===== config.mk =====
export PLATFORM = sky130hd
export DESIGN_NAME = serial_magnitude_comparator
export DESIGN_NICKNAME = d
export VERILOG_FILES = /design/src/rtl/serial_magnitude_comparator.sv
export SDC_FILE = /design/constraint.sdc
export NUM_CORES = 1
export LEC_CHECK = 0
export CELL_PAD_IN_SITES_DETAIL_PLACEMENT = 0
export CELL_PAD_IN_SITES_GLOBAL_PLACEMENT = 2
export CORE_ASPECT_RATIO = 0.6
export CORE_MARGIN = 5
export CORE_UTILIZATION = 40
export CTS_BUF_LIST = sky130_fd_sc_hd__clkbuf_2 sky130_fd_sc_hd__clkbuf_4 sky130_fd_sc_hd__clkbuf_8
export DETAILED_ROUTE_END_ITERATION = 16
export GPL_TIMING_DRIVEN = 0
export PLACE_DENSITY = 0.93
export SLEW_MARGIN = 30
export SYNTH_ARGS = -nofsm -noshare
export SYNTH_HDL_FRONTEND = slang
export SYNTH_SLANG_ARGS = --single-unit
export TNS_END_PERCENT = 1

===== constraint.sdc =====
create_clock -name clk -period 3.6 [get_ports clk]
set_input_delay 0.72 -clock clk [delete_from_list [all_inputs] [get_ports clk]]
set_output_delay 0.72 -clock clk [all_outputs]
set_load 0.1 [all_outputs]

===== src/rtl/serial_magnitude_comparator.sv =====
// Multi-cycle magnitude comparator: walks the operands CHUNK bits per cycle from the MSB down.
// It stops at the first differing chunk. Unsigned or two's-complement compare.
module serial_magnitude_comparator #(
  parameter int unsigned WIDTH  = 16,
  parameter int unsigned CHUNK  = 4,
  parameter bit          SIGNED = 1'b0
) (
  input  logic             clk,
  input  logic             reset,
  input  logic             start,
  input  logic [WIDTH-1:0] a,
  input  logic [WIDTH-1:0] b,
  output logic             busy,
  output logic             done,
  output logic             igual,
  output logic             menor,
  output logic             maior
);

  localparam int unsigned N    = WIDTH / CHUNK;
  localparam int unsigned IdxW = (N > 1) ? $clog2(N) : 1;
  localparam logic [IdxW-1:0] IdxTop = IdxW'(N - 1);
  // Flipping the sign bit maps two's-complement order onto unsigned order.
  localparam logic [WIDTH-1:0] SignFlip = SIGNED ? (WIDTH'(1) << (WIDTH - 1)) : '0;

  typedef enum logic [1:0] {StIdle, StCompare, StDone} state_e;

  state_e            state_q, state_d;
  logic [WIDTH-1:0]  a_q, a_d, b_q, b_d;
  logic [IdxW-1:0]   idx_q, idx_d;
  logic              igual_q, igual_d, menor_q, menor_d, maior_q, maior_d;
  logic [CHUNK-1:0]  chunk_a, chunk_b;

  always_comb begin
    state_d = state_q;
    a_d     = a_q;
    b_d     = b_q;
    idx_d   = idx_q;
    igual_d = igual_q;
    menor_d = menor_q;
    maior_d = maior_q;
    chunk_a = a_q[idx_q*CHUNK +: CHUNK];
    chunk_b = b_q[idx_q*CHUNK +: CHUNK];

    unique case (state_q)
      StIdle: begin
        if (start) begin
          a_d     = a ^ SignFlip;
          b_d     = b ^ SignFlip;
          idx_d   = IdxTop;
          igual_d = 1'b0;
          menor_d = 1'b0;
          maior_d = 1'b0;
          state_d = StCompare;
        end
      end
      StCompare: begin
        if (chunk_a != chunk_b) begin
          maior_d = (chunk_a > chunk_b);
          menor_d = !(chunk_a > chunk_b);
          state_d = StDone;
        end else if (idx_q == '0) begin
          igual_d = 1'b1;
          state_d = StDone;
        end else begin
          idx_d = idx_q - IdxW'(1);
        end
      end
      StDone: begin
        state_d = StIdle;
      end
      default: begin
        state_d = StIdle;
      end
    endcase
  end

  always_ff @(posedge clk or posedge reset) begin
    if (reset) begin
      state_q <= StIdle;
      a_q     <= '0;
      b_q     <= '0;
      idx_q   <= '0;
      igual_q <= 1'b0;
      menor_q <= 1'b0;
      maior_q <= 1'b0;
    end else begin
      state_q <= state_d;
      a_q     <= a_d;
      b_q     <= b_d;
      idx_q   <= idx_d;
      igual_q <= igual_d;
      menor_q <= menor_d;
      maior_q <= maior_d;
    end
  end

  assign busy  = (state_q != StIdle);
  assign done  = (state_q == StDone);
  assign igual = igual_q;
  assign menor = menor_q;
  assign maior = maior_q;

endmodule


After elaboration in Yosys (flattened, before gate mapping)
Index checks and enable logic that the tools add are counted.
{"block": "totals", "regBits": 39, "output_inout_bits": 5, "word_cells": 46}
{"block": "op_classes", "n_addsub": 1, "n_lt_le_gt_ge": 1, "n_eq_ne": 9, "shifts": 2, "n_mux": 16, "reduce_logical": 10}
{"cell": "variable part select 16 x 5 -> 4 bit", "n": 2}
{"cell": "two-way mux 2 bit", "n": 6}
{"cell": "inequality test 2 bit (second input constant)", "n": 5}
{"cell": "one-hot mux 2 bit (2 select lines)", "n": 2}
{"cell": "AND reduction 4 bit", "n": 2}
{"cell": "one-hot mux 1 bit (2 select lines)", "n": 3}
{"cell": "two-way mux 1 bit", "n": 5}
{"cell": "> comparator 4 bit", "n": 1}
{"cell": "zero test 2 bit", "n": 2}
{"cell": "inequality test 4 bit", "n": 1}
{"cell": "AND reduction 2 bit", "n": 2}
{"cell": "nonzero test 2 bit", "n": 2}
{"cell": "inequality test 3 bit (second input constant)", "n": 1}
{"cell": "AND reduction 3 bit", "n": 1}
{"cell": "equality test 2 x 1 -> 1 bit (second input constant)", "n": 1}
{"cell": "equality test 2 bit (second input constant)", "n": 1}
{"cell": "subtractor 2 x 1 -> 2 bit (second input constant)", "n": 1}
{"cell": "zero test 1 bit", "n": 1}

Longest topological paths before layout
Gate-level depths: netlist (run 1).
{"block": "logic_depth", "depth_word": 5, "ltp_mapped": 8, "depth_no_buf": 7}

Worst setup path before layout (run 1)
OpenSTA, ideal clock, no wires.
{"block": "synth_timing", "kind": "reg2out", "startpoint": "register state_q[0]", "endpoint": "output port done", "t_arrival_ns": 1.818, "required_time_ns": 2.880, "slack_ns": 1.062, "path_stages_with_launch": 2, "cell_sequence": "dfrtp_1 -> nor2b_1"}
{"block": "synth_via", "elab_chain_cells": 1}
{"item": "from (decl)", "line_no": "28", "text": "state_e state_q, state_d;"}
{"item": "from (signal assigned)", "line_no": "80", "text": "state_q <= StIdle;"}
{"item": "from (signal assigned)", "line_no": "88", "text": "state_q <= state_d;"}
{"item": "equality test 2 bit", "line_no": "99", "text": "assign done = (state_q == StDone);"}
{"item": "to (decl)", "line_no": "14", "text": "output logic done,"}
No other way between the ends.

Final worst setup path (run 1)
{"block": "layout_timing", "startpoint": "register state_q[0]", "endpoint": "output port busy"}
{"block": "layout_via", "elab_chain_cells": 1}
{"item": "nonzero test 2 bit", "line_no": "98", "text": "assign busy = (state_q != StIdle);"}
{"item": "to (decl)", "line_no": "13", "text": "output logic busy,"}
No other way between the ends.

==> flow_summary.yaml, run 1 <==
die:
  pin_count: 40
  die_area_um2: 6420
  die_h_um: 64.1
  start_util_pct: 42.1
  dieWidth_um: 100
  fp-row-count: 19
  core_area_um2: 4640
detailed_routing:
  drc: 0
  postRouteAntennaNets: 0
  drt_first_pass_iters: 4
  via_per_inst: 4.81
  drt_iter0_markers: 29
  post_drt_wl_per_cell_um: 16.0
  drt-total-wl_um: 3760
  routed-via-count: 1131
global_routing:
  antenna_found_initial: 0
  grt_pass1_vias: 1209
  grt_util_met2_pct: 17.9
  grt-busiest-layer: "met1"
  overflow: 0
  use_met1_pct: 18.6
  globalRouteMet3Util_pct: 5.11
  track_usage_pct: 12.9
  grt_max_degree: 28
  grt_pass1_wl_um: 6390
finish:
  syn_to_final_growth_pct: 29.6
  layout-drive-gt1-share_pct: 36.6
  stdcell_count: 235
  final_nets: 211
  antennaDiodeCount: 0
setup_path:
  reg2reg_from: "idx_q[1]$_DFFE_PP0P_"
  startpoint_type: "flip-flop"
  crit_start: "state_q[0]$_DFFE_PP0P_"
  path_class: "flip-flop to output pin"
  crit_path_end_kind: "output pin"
  cp.arrival_ps: 2110
  critPathRequiredTime_ps: 2880
  rr_worst_depth: 7
  path_max_fanout: 5
sta:
  max_slew_margin_pct: 33.0
  min_period_ps: 2830
  rsz0062_at_grt: "false"
  fmaxAchievable_mhz: 354
  worstMarginPinSlew_ps: 1000
  finalSetupViolCount: 0
  min_period_over_period_pct: 78.5
  fin_setup_tns_ps: 0
  whs_ps: 498
  hold_viol: 0
  finalClockSkew_ps: 2.79
  drv_slew: 0
logic_synthesis:
  ys.flop_type: "dfrtp_1"
  synth_seq_cells: 39
  synth.most_common_cell: "dfrtp_1"
  synth_area_leaders: "dfrtp_1 (50%), mux2_4 (21%), mux4_2 (9.2%), mux2_2 (3.5%), ha_1 (3.2%)"
  synth_top_area_share_pct: 50.0
  ys_async_sr_fraction_pct: 100
  synth_common_cells: "dfrtp_1 (39), mux2_4 (27), inv_1 (8), mux4_2 (8), mux2_2 (6)"
  synth_cell_types: 24
  yosysSeqAreaShare_pct: 50.0
  synthesis.area_um2: 1950
  synth.avg_cell_area_um2: 15.7
  yosysWarnings: 0
  yosys.area.top_type: "dfrtp_1"
  syn_inst: 124
  syn_nets: 164
  synth_edf_count: 0
placement:
  gp_congestion: 0.744
  hpwl_um: 2870
  dp_cells: 227
  portBuffers: 39
clocking:
  numCtsBuffers: 5
  cts_tree: "done"
  clock_latency_ps: 280
  cts_root_buffer: "clkbuf_8"
  cts_sinks: 39
  clkTransAtPathRegs_ps: 70
  htree_levels: 2
  cts_buffer_depth: 2
  cts_resized: 0
  post-cts-setup-buffer-count: 0
  ctsHoldBuffers: 0
min_path:
  hold_class: "flip-flop to flip-flop"
  holdPathStages: 2
  worstHoldStart: "igual$_DFFE_PP0P_"
pwr:
  cellPowerDensity_nw_per_um2: 865
  vdd_drop_max_mv: 0.357
  p_leak_nw: 1.15
run:
  maxCapViolCount: 0
run_status:
  outcome: "completed"
==> metal layers <==
metal	vias up	wire length, um
met5	-	0
met4	0	34
met3	4	283
met2	39	1550
met1	550	1890
li1	538	-
==> per-stage QoR <==
step	total power [mW]	utilization [%]	setup slack, ps	cell area (um^2)
after global placement	1.87	52.2	1120	2420
final	2.19	54.5	773	2530
after floorplan	1.67	-	1060	1950
after CTS	2.22	54.5	758	2530
after global routing	2.33	54.5	715	2530
after detailed placement	1.92	52.6	1070	2440
==> worst max-delay path, cell delays in order (launching register included) <==
cell             delay (ps)
dfrtp_1                 510
or2_2                   170
clkdlybuf4s50_1        1150
==> power by group <==
part / internal (mW) / switching [mW] / total (mW)
Combinational: 0.600 / 0.516 / 1.12
Clock: 0.151 / 0.140 / 0.291
Sequential: 0.652 / 0.127 / 0.779
==> placed cells by master (no fill, tap or decap), types with 3 or more instances in the layout <==
| cell type | n |
|---|---|
| o21ai_0 | 3 |
| buf_6 | 3 |
| dfrtp_1 | 39 |
| mux2_2 | 6 |
| mux2_4 | 27 |
| nand2_1 | 3 |
| a21oi_1 | 4 |
| clkdlybuf4s50_1 | 39 |
| clkbuf_8 | 5 |
| mux4_2 | 8 |
| inv_1 | 7 |
| ha_1 | 5 |
==> final timing paths <==
path	end	slack [ps]
max reg2reg	idx_q[0]$_DFFE_PP0P_	1290
max	busy	770
min in group asynchronous	b_q[0]$_DFFE_PP0P_	710
min reg2reg	igual$_DFFE_PP0P_	500
min	igual$_DFFE_PP0P_	500
max in group asynchronous	state_q[1]$_DFFE_PP0P_	2460
==> cells by family after synthesis <==
| kind of cell | synth area share, % |
|---|---|
| mux | 33.5 |
| simple gates | 7.57 |
| fa+ha+maj | 3.21 |
| buf+inv | 3.91 |
| flops | 50.0 |
| compound gates | 1.80 |
==> state kept, by name (all words and copies together) (netlist names) <==
| signal | count |
|---|---|
| a_q | 16 |
| b_q | 16 |
| idx_q | 2 |
| igual | 1 |
| maior | 1 |
| menor | 1 |
| state_q | 2 |
==> layout make-up <==
class / instances / area (um^2)
Buffer: 5 / 46.3
Clock buffer: 7 / 83.8
Clock inverter: 1 / 5.00
Fill cell: 387 / 2110
Inverter: 8 / 30.0
Multi-Input combinational cell: 72 / 898
Sequential cell: 39 / 976
Tap cell: 63 / 78.8
Timing Repair Buffer: 40 / 410
Note: power is estimated with default switching activity, not from simulation.
==> run 2, diff against run 1 <==
- CORE_UTILIZATION: 40 -> 37
- PLACE_DENSITY: 0.93 -> 0.88
- clock period: 3.6 -> 2.7 ns (I/O delays scaled with it)
==> flow_summary.yaml, run 2 (synthesis gave the netlist of run 1 again) <==
run_status:
  outcome: "completed"
pwr:
  comb_power_share_pct: 47.7
  cellPowerDensity_nw_per_um2: 1200
  total_power_mw: 3.10
  power.switching_mw: 1.05
  p_leak_nw: 1.17
  vdd_drop_max_mv: 0.402
  seqPwrFrac_pct: 33.6
  power.share.clock_pct: 18.7
  p_sw_share_pct: 34.0
  p_int_mw: 2.05
die:
  start_util_pct: 38.4
  die_h_um: 66.2
  fp-row-count: 20
  pin_count: 40
  dieWidth_um: 104
  core_area_um2: 5080
  die_area_um2: 6870
detailed_routing:
  drt-total-wl_um: 3690
  drc: 0
  drt_iter0_markers: 23
  via_per_inst: 4.64
  postRouteAntennaNets: 0
  post_drt_wl_per_cell_um: 15.5
  drt_first_pass_iters: 4
  routed-via-count: 1104
sta:
  worstMarginPinSlew_ps: 966
  max_slew_margin_pct: 35.4
  rsz0062_at_grt: "false"
  min_period_over_period_pct: 97.1
  hold_viol: 0
  whs_ps: 508
  finalSetupViolCount: 0
  finalClockSkew_ps: 6.26
  fin_setup_tns_ps: 0
  fmaxAchievable_mhz: 382
  drv_slew: 0
  min_period_ps: 2620
  postLayoutSetupSlackWorst_ps: 79.3
clocking:
  post-cts-setup-buffer-count: 0
  clkTransAtPathRegs_ps: 80
  htree_levels: 2
  clock_latency_ps: 290
  cts_tree: "done"
  ctsHoldBuffers: 0
  cts_sinks: 39
  cts_root_buffer: "clkbuf_8"
  cts_resized: 0
  numCtsBuffers: 5
  cts_buffer_depth: 2
setup_path:
  reg2reg_from: "idx_q[1]$_DFFE_PP0P_"
  crit_path_end_kind: "output pin"
  cp.arrival_ps: 2080
  endpoint: "busy"
  startpoint_type: "flip-flop"
  path_class: "flip-flop to output pin"
  rr_worst_depth: 7
  critPathRequiredTime_ps: 2160
  r2r_setup_slack_ps: 400
  crit_start: "state_q[0]$_DFFE_PP0P_"
  reg2reg_to: "idx_q[1]$_DFFE_PP0P_"
  path_max_fanout: 5
finish:
  stdcell_count: 238
  antennaDiodeCount: 0
  largest_registers: "a_q (16), b_q (16)"
  layout-drive-gt1-share_pct: 36.6
  fillers: 426
  syn_to_final_growth_pct: 32.3
  layout_common_cells: "dfrtp_1 (39), clkdlybuf4s50_1 (39), mux2_4 (27), mux4_2 (8), inv_1 (7)"
  final_nets: 211
min_path:
  hold_class: "input pin to async pin"
placement:
  portBuffers: 39
  dp_cells: 230
  hpwl_um: 2820
  gp_congestion: 0.745
  pre_cts_ws_ps: 385
global_routing:
  globalRouteMet3Util_pct: 4.39
  grt_pass1_wl_um: 6280
  grt_max_degree: 28
  grt_pass1_vias: 1231
  overflow: 0
  use_met1_pct: 15.5
  antenna_found_initial: 0
  track_usage_pct: 11.8
  grt_util_met2_pct: 18.5
  grt-busiest-layer: "met2"
run:
  maxCapViolCount: 0
run 2: changes by cell type in the layout (fill, tap and decap cells not counted):
cell,change
clkbuf_4,-1
clkinv_2,-1
bufinv_16,+2
run 2: final cells by class:
| cell class | count | area, um^2 | share of cell area [%] |
|---|---|---|---|
| plain buffers | 5 | 46.3 | 1.79 |
| clock buffers | 6 | 76.3 | 2.96 |
| clock inverters | 2 | 60.1 | 2.33 |
| inverters | 8 | 30.0 | 1.16 |
| multi-input cells | 72 | 898 | 34.8 |
| flip-flops and latches | 39 | 976 | 37.8 |
| well taps | 66 | 82.6 | 3.20 |
| repair buffers | 40 | 410 | 15.9 |
run 2: worst max-delay path: stages (launching register included):
cell and delay, ps:
dfrtp_1 510, or2_2 170, clkdlybuf4s50_1 1120
run 2: power by group through the flow:
stage | combinational [mW] | sequential [mW] | clock, mW
after floorplan | 1.10 | 1.12 | 0
after global placement | 1.47 | 1.03 | 0
after detailed placement | 1.49 | 1.06 | 0
after CTS | 1.50 | 1.05 | 0.596
after global routing | 1.60 | 1.08 | 0.611
final | 1.48 | 1.04 | 0.581
run 2: metrics by stage:
step	utilization (%)	area, um^2
4_1_cts	50.8	2580
6_report	50.8	2580
5_1_grt	50.8	2580
3_3_place_gp	47.7	2420
3_5_place_dp	48.1	2440
2_1_floorplan	-	1950
run 2: worst min-delay path by stage:
stage                                    end
after CTS                 b_q[8]$_DFFE_PP0P_
after floorplan           a_q[4]$_DFFE_PP0P_
after global routing      a_q[1]$_DFFE_PP0P_
after detailed placement  a_q[4]$_DFFE_PP0P_
final                     b_q[5]$_DFFE_PP0P_
after global placement     igual$_DFFE_PP0P_
run 2: routing by layer:
layer,vias to the layer above,share of wire (%)
li1,530,-
met1,542,50
met2,29,44
met3,3,5.3
met4,0,0.38
met5,-,0
